[config.mk]
export PLATFORM = sky130hd
export DESIGN_NAME = p_tally
export DESIGN_NICKNAME = d
export VERILOG_FILES = /design/src/rtl/p_tally.sv
export SDC_FILE = /design/constraint.sdc
export NUM_CORES = 1
export LEC_CHECK = 0
export CORE_MARGIN = 2
export CORE_UTILIZATION = 35
export CTS_CLUSTER_DIAMETER = 100
export CTS_CLUSTER_SIZE = 25
export DETAILED_ROUTE_END_ITERATION = 10
export HOLD_SLACK_MARGIN = 0.02
export SKIP_LAST_GASP = 1
export SLEW_MARGIN = 20
export SYNTH_ARGS = -nofsm -noshare
export SYNTH_HDL_FRONTEND = slang
export SYNTH_SLANG_ARGS = --single-unit
[constraint.sdc]
create_clock -name i_clk -period 5.94 [get_ports i_clk]
set_input_delay 1.188 -clock i_clk [delete_from_list [all_inputs] [get_ports i_clk]]
set_output_delay 1.188 -clock i_clk [all_outputs]
set_load 0.01 [all_outputs]
[src/rtl/p_tally.sv]
// p_tally: two-stage valid/ready pipeline that decodes admitted thermometer codes
// to length/polarity and keeps saturating admit/reject statistics.
module p_tally #(
    parameter int W     = 16,
    parameter int CNT_W = 16,
    localparam int LW   = $clog2(W)
) (
    input  logic             i_clk,
    input  logic             i_rst,
    input  logic             i_in_vld,
    output logic             o_in_rdy,
    input  logic [W-1:0]     i_in_x,
    input  logic             i_in_is_unary,
    output logic             o_out_vld,
    input  logic             i_out_rdy,
    output logic [LW-1:0]    o_out_len,
    output logic             o_out_inv,
    output logic             o_out_err,
    input  logic             i_clr_cnt,
    output logic [CNT_W-1:0] o_admit_cnt,
    output logic [CNT_W-1:0] o_reject_cnt
);

    // Handshakes: a beat moves when valid and ready are both high on a rising
    // edge; valid never depends on ready, and a stalled beat holds its payload.
    logic             s1_vld_q, s1_vld_d;
    logic [W-1:0]     s1_x_q, s1_x_d;
    logic             s1_unary_q, s1_unary_d;
    logic             s2_vld_q, s2_vld_d;
    logic [LW-1:0]    len_q, len_d;
    logic             inv_q, inv_d;
    logic             err_q, err_d;
    logic [CNT_W-1:0] admit_q, admit_d;
    logic [CNT_W-1:0] reject_q, reject_d;

    logic          s2_adv, s1_adv, in_hs, out_hs;
    logic [W-1:0]  pc_src;
    logic [LW:0]   pc;
    logic [LW-1:0] dec_len;
    logic          dec_inv, dec_err;

    assign s2_adv   = !s2_vld_q || i_out_rdy;
    assign s1_adv   = s1_vld_q && s2_adv;
    assign o_in_rdy = !s1_vld_q || s1_adv;
    assign in_hs    = i_in_vld && o_in_rdy;
    assign out_hs   = s2_vld_q && i_out_rdy;

    // Decode trusts the upstream admission flag; a rejected beat carries err only.
    always_comb begin
        dec_inv = s1_x_q[W-1];
        pc_src  = dec_inv ? ~s1_x_q : s1_x_q;
        pc      = '0;
        for (int i = 0; i < W; i++) begin
            pc = pc + {{LW{1'b0}}, pc_src[i]};
        end
        dec_len = pc[LW-1:0];
        dec_err = 1'b0;
        if (!s1_unary_q) begin
            dec_err = 1'b1;
            dec_len = '0;
            dec_inv = 1'b0;
        end
    end

    always_comb begin
        s1_vld_d   = s1_vld_q;
        s1_x_d     = s1_x_q;
        s1_unary_d = s1_unary_q;
        s2_vld_d   = s2_vld_q;
        len_d      = len_q;
        inv_d      = inv_q;
        err_d      = err_q;
        admit_d    = admit_q;
        reject_d   = reject_q;

        if (in_hs) begin
            s1_vld_d   = 1'b1;
            s1_x_d     = i_in_x;
            s1_unary_d = i_in_is_unary;
        end else if (s1_adv) begin
            s1_vld_d = 1'b0;
        end

        if (s2_adv) begin
            s2_vld_d = s1_vld_q;
            if (s1_vld_q) begin
                len_d = dec_len;
                inv_d = dec_inv;
                err_d = dec_err;
            end
        end

        // Clear beats a coincident delivery; counters stick at all-ones.
        if (i_clr_cnt) begin
            admit_d  = '0;
            reject_d = '0;
        end else if (out_hs) begin
            if (!err_q && (admit_q != {CNT_W{1'b1}})) begin
                admit_d = admit_q + 1'b1;
            end
            if (err_q && (reject_q != {CNT_W{1'b1}})) begin
                reject_d = reject_q + 1'b1;
            end
        end
    end

    always_ff @(posedge i_clk) begin
        if (i_rst) begin
            s1_vld_q   <= 1'b0;
            s1_x_q     <= '0;
            s1_unary_q <= 1'b0;
            s2_vld_q   <= 1'b0;
            len_q      <= '0;
            inv_q      <= 1'b0;
            err_q      <= 1'b0;
            admit_q    <= '0;
            reject_q   <= '0;
        end else begin
            s1_vld_q   <= s1_vld_d;
            s1_x_q     <= s1_x_d;
            s1_unary_q <= s1_unary_d;
            s2_vld_q   <= s2_vld_d;
            len_q      <= len_d;
            inv_q      <= inv_d;
            err_q      <= err_d;
            admit_q    <= admit_d;
            reject_q   <= reject_d;
        end
    end

    assign o_out_vld    = s2_vld_q;
    assign o_out_len    = len_q;
    assign o_out_inv    = inv_q;
    assign o_out_err    = err_q;
    assign o_admit_cnt  = admit_q;
    assign o_reject_cnt = reject_q;

endmodule

Word level (Yosys, flattened, before mapping)
Index checks and enable logic that the tools add are counted.
- bits in registers: 57
- add/subtract/negate cells: 17
- equal/unequal tests: 2
- muxes and demuxes: 6
- bitwise operators: 1
- reduce and logical (&&, ||, !) cells: 15
- operators by type and width (cell ; count):
    4-bit by 1-bit adder with 4-bit output ; 12
    16-bit by 1-bit adder with 16-bit output (second input constant) ; 2
    16-bit != test (second input constant) ; 2
    16-bit 2-to-1 mux ; 1
    16-bit inverter ; 1
    2-bit AND reduction ; 3
    1-bit logical AND ; 5
    3-bit by 1-bit adder with 4-bit output ; 1
    1-bit 2-to-1 mux ; 4
    4-bit 2-to-1 mux ; 1
    2-bit by 1-bit adder with 3-bit output ; 1
    1-bit logical NOT ; 3
    1-bit by 1-bit adder with 2-bit output ; 1
    1-bit logical OR ; 2
    2-bit nonzero test ; 1
    2-bit OR reduction ; 1

Longest topological paths before layout
- depth in word-level cells: 18
- mapped depth: 15

Worst setup path after synthesis
OpenSTA, ideal clock, no wires.
- path type: register to register
- start: reg s1_x_q[15]
- end: reg len_q[2], in the netlist o_out_len[2]
- library setup time: 0.070 ns
- data arrival time: 4.399 ns
- required time: 5.870 ns
- slack: 1.471 ns
- cell stages (with the launch flop): 16
- buffers on the path: 2
- period minus slack after synthesis: 4.469 ns
- cell sequence: dfxtp_1 -> clkbuf_1 -> buf_1 -> xnor2_1 -> fa_1 -> inv_1 -> fa_1 -> fa_1 -> inv_1 -> fa_1 -> inv_1 -> ha_1 -> fa_1 -> xor2_1 -> nand3_1 -> a21oi_1
- word-level cells in the longest chain between the ends: 17
- elaborated cells between the ends (all ways): 18
- ends and longest elaborated chain (item ; RTL line ; source):
    start, declared ; 27 ; logic [W-1:0] s1_x_q, s1_x_d;
    start signal, assigned ; 110 ; s1_x_q <= '0;
    start signal, assigned ; 120 ; s1_x_q <= s1_x_d;
    16-bit 2-to-1 mux * ; 51 ; pc_src = dec_inv ? ~s1_x_q : s1_x_q;
    1-bit by 1-bit adder with 2-bit output ; 54 ; pc = pc + {{LW{1'b0}}, pc_src[i]};
    2-bit by 1-bit adder with 3-bit output ; 54 ;
    3-bit by 1-bit adder with 4-bit output ; 54 ;
    4-bit by 1-bit adder with 4-bit output (11 in a row) ; 54 ;
    4-bit by 1-bit adder with 4-bit output * ; 54 ;
    4-bit 2-to-1 mux * ; 58 ; if (!s1_unary_q) begin
    end signal, assigned ; 123 ; len_q <= len_d;
    end, declared ; 30 ; logic [LW-1:0] len_q, len_d;
Every way passes the cells marked *; elsewhere a longest branch is shown, timed or not.
A chain may end at the register's enable or synchronous reset.

Worst setup path in the final report
Ends and elaborated chain as after synthesis.

==> results.cfg <==
[outcome]
run_status = completed

[logic_synthesis]
synth.top_cells.by_count = 57 x dfxtp_1, 43 x nand2_1, 42 x a21oi_1
synth_seq_cells = 57
post-synth-top-count-cell = dfxtp_1
ys_seq_area_frac = 0.369
synth_cells = 366
yosys-top-cells-area = dfxtp_1 37%, a21oi_1 6.8%, fa_1 5.8%
syn_nets = 405
ys.flop_type = dfxtp_1
synthArstFlopShare = 0
syn_avg_cell_area_sq_um = 8.45
synth_top_cell_area_share = 0.369
yosysUniqueCellTypes = 43
yosysWarnings = 0
count_of_flip_flops_with_a_built_in_enable_after_synthesis = 0
synth_area_leader_cell = dfxtp_1
post_synth_instance_area_sq_mm = 0.00309

[floorplan]
fp.dieW_um = 98.0
row_count = 34
fp.coreArea_sq_mm = 0.00864
die_h_um = 98.0
floorplan.initialDensity = 0.358
die_area_sq_mm = 0.00960
ios = 62

[route]
num_vias = 2822
wirelength_um = 7160
drtPass1Iterations = 4
post-route-drc-count = 0
routedWlPerCell_um = 13.4
drtAntennaViolNets = 0
drt_iter0_markers = 74
avgViaCountPerCell = 5.27

[cells_and_area]
area.sequential_sq_mm = 0.00114
final_nets = 462
fillerInstances = 871
num_antenna_cells = 0
layout-area-overhead-vs-synth_pct = 29.0
post_route_cells_drive_above_1_share = 0.0703
area_of_the_multi_input_gates_sq_mm = 0.00180

[cts]
clkTransAtPathRegs_ps = 60
cts.hold.buffers_added = 0
clock_path_buffers = 2
worst_skew_pair.late_latency_ps = 330
maximum_level_of_the_cts_h_tree = 3
tritoncts.num_buffers = 9
cts.sinks = 57
clockRootBuffer = clkbuf_8
clock_tree_from_tritoncts = yes
post-cts-setup-buffers = 0
ctsResizeCount = 0

[power]
power.clock.fraction = 0.371
power_share_of_the_sequential_group = 0.410
power_per_cell_area_mw_per_mm2 = 246
fraction_of_power_spent_switching_nets = 0.282
p_total_uw = 981
share_comb_of_total_power = 0.220
switchingPower_uw = 277
p_leak_nw = 1.35
ir_worst_vdd_mv = 0.165
p_int_uw = 705

[sta]
worst_clock_skew_ps = 8.72
setup_viol_count_final = 0
timing.final.max_slew_violations = 0
fin_crit_ps = 4380
grt_setup_unrepaired = false
maxSlewHeadroom = 0.348
report.final.hold_viol_count = 0
fin_setup_tns_ps = 0
finalCritPeriodShare = 0.738
timing.hold.ws_ps = 453
worst_slew_pin_slew_ps = 969
maxClockFrequency_ghz = 0.228

[placed_design]
finalWeightedCongestion = 0.822
dp.final_hpwl_um = 5190
place.port_buffers = 61

[grt]
grt_pass1_vias = 2671
grt.overflow.total = 0
initial_antenna_violation_count = 0
global_route.usage.total = 0.154
grt_max_degree = 35
grt_first_pass_wirelength_um = 12300

[setup_path]
regToRegEndpoint = o_out_len[2]
timing.rr.start = s1_x_q[15]
critPathArrivalTime_ps = 4640
timing.critical_path.to_type = register
r2r_cells = 13
critical-path-slowest-cell = dfxtp_1
criticalPathCategory = reg -> reg
startpoint_type_of_the_worst_setup_path = register
most_prevalent_standard_cell_on_the_critical_path = fa_1
reg2reg_setup_slack_ps = 1560
worstPathCellList = xnor2_1 > fa_1 > inv_1 > fa_1 > fa_1 > inv_1 > fa_1 > inv_1 > ha_1 > fa_1 > xor2_1 > nand3_1 > a21oi_1
critical_path.max_fanout = 17
worst_endpoint_required_time_ps = 6200
slowest_delay_ps = 860

[hold_path]
timing.hold.worst.start = o_out_len[0]
min_path_cells = 2
timing.hold.worst.class = reg -> reg
min_to = o_out_len[0]

[run]
max_cap_viol_count = 0
==> worst max-delay path, delay by kind of cell, from the launching register on <==
| kind | cells | cell delay (ps) |
|---|---|---|
| DFF | 1 | 860 |
| AOI/OAI and AO/OA | 1 | 140 |
| adders and majority gates | 6 | 2710 |
| buffers and inverters | 3 | 140 |
| and+or+nand+nor | 1 | 80 |
| xor gates and xnor gates | 2 | 370 |
==> per-layer routing <==
metal  vias to the layer above  track usage  wire length (um)
met1                      1313        0.186              3330
li1                       1450            -                 -
met2                        52        0.267              3530
met3                         7       0.0487               267
met4                         0       0.0353                33
met5                         -            0                 0
==> state kept, by name, summed over array words and instances, names as in the netlist <==
signal,count
o_admit_cnt,16
s1_x_q,16
o_out_vld,1
o_out_err,1
o_reject_cnt,16
o_out_len,4
o_out_inv,1
s1_unary_q,1
s1_vld_q,1
==> worst max-delay path by stage <==
stage / start / to / slack (ps) / depth (start not counted)
4_1_cts: s1_x_q[15] / o_out_len[2] / 1530 / 13
3_5_place_dp: s1_x_q[15] / o_out_len[2] / 1550 / 13
6_report: s1_x_q[15] / o_out_len[2] / 1560 / 13
5_1_grt: s1_x_q[15] / o_out_len[2] / 1220 / 13
2_1_floorplan: s1_x_q[15] / o_out_len[2] / 1470 / 15
3_3_place_gp: s1_x_q[15] / o_out_len[2] / 1620 / 13
==> per-stage QoR <==
step,area [sq um],setup WS [ps],std cells,utilization
floorplan,3090,1470,366,-
global placement,3790,1620,520,0.439
detailed placement,3790,1550,520,0.439
CTS,3990,1530,535,0.462
global route,3990,1220,535,0.462
finish,3990,1560,535,0.462
==> kinds of logic (layout without fill, tap and decap cells) <==
group / after synthesis / in the layout / share of synthesized area
AO/OA/AOI/OAI: 77 / 77 / 0.153
buffers and inverters: 41 / 102 / 0.0498
adder cells (fa/ha/maj): 17 / 17 / 0.0907
XOR/XNOR: 17 / 17 / 0.0482
flip-flops: 57 / 57 / 0.369
AND/OR/NAND/NOR: 149 / 149 / 0.264
multiplexers: 8 / 8 / 0.0259
==> final cells by class <==
cell class                 instances  area share
timing repair buffer              64       0.159
tap                              108      0.0339
clock buffer                      12      0.0389
sequential                        57       0.286
clock inverter                     3      0.0100
multi-input combinational        268       0.451
inverter                          23      0.0217
==> cell usage in the layout, fill, tap and decap left out, types with 9 or more instances in the layout <==
| cell | Yosys | routed |
|---|---|---|
| or4_1 | 9 | 9 |
| xnor2_1 | 10 | 10 |
| clkdlybuf4s50_1 | 0 | 61 |
| nand3_1 | 34 | 34 |
| fa_1 | 9 | 9 |
| dfxtp_1 | 57 | 57 |
| nand2_1 | 43 | 43 |
| or3_1 | 12 | 12 |
| inv_1 | 23 | 23 |
| nor4_1 | 9 | 9 |
| a21oi_1 | 42 | 42 |
| clkbuf_8 | 0 | 11 |
| o31ai_1 | 10 | 10 |
==> power groups by stage <==
stage	combinational, mW	clock, mW	sequential [mW]
3_5_place_dp	0.222	0	0.410
3_3_place_gp	0.211	0	0.410
2_1_floorplan	0.163	0	0.407
5_1_grt	0.258	0.392	0.403
4_1_cts	0.223	0.376	0.402
6_report	0.215	0.364	0.402
Power figures use the tool's default switching activity.
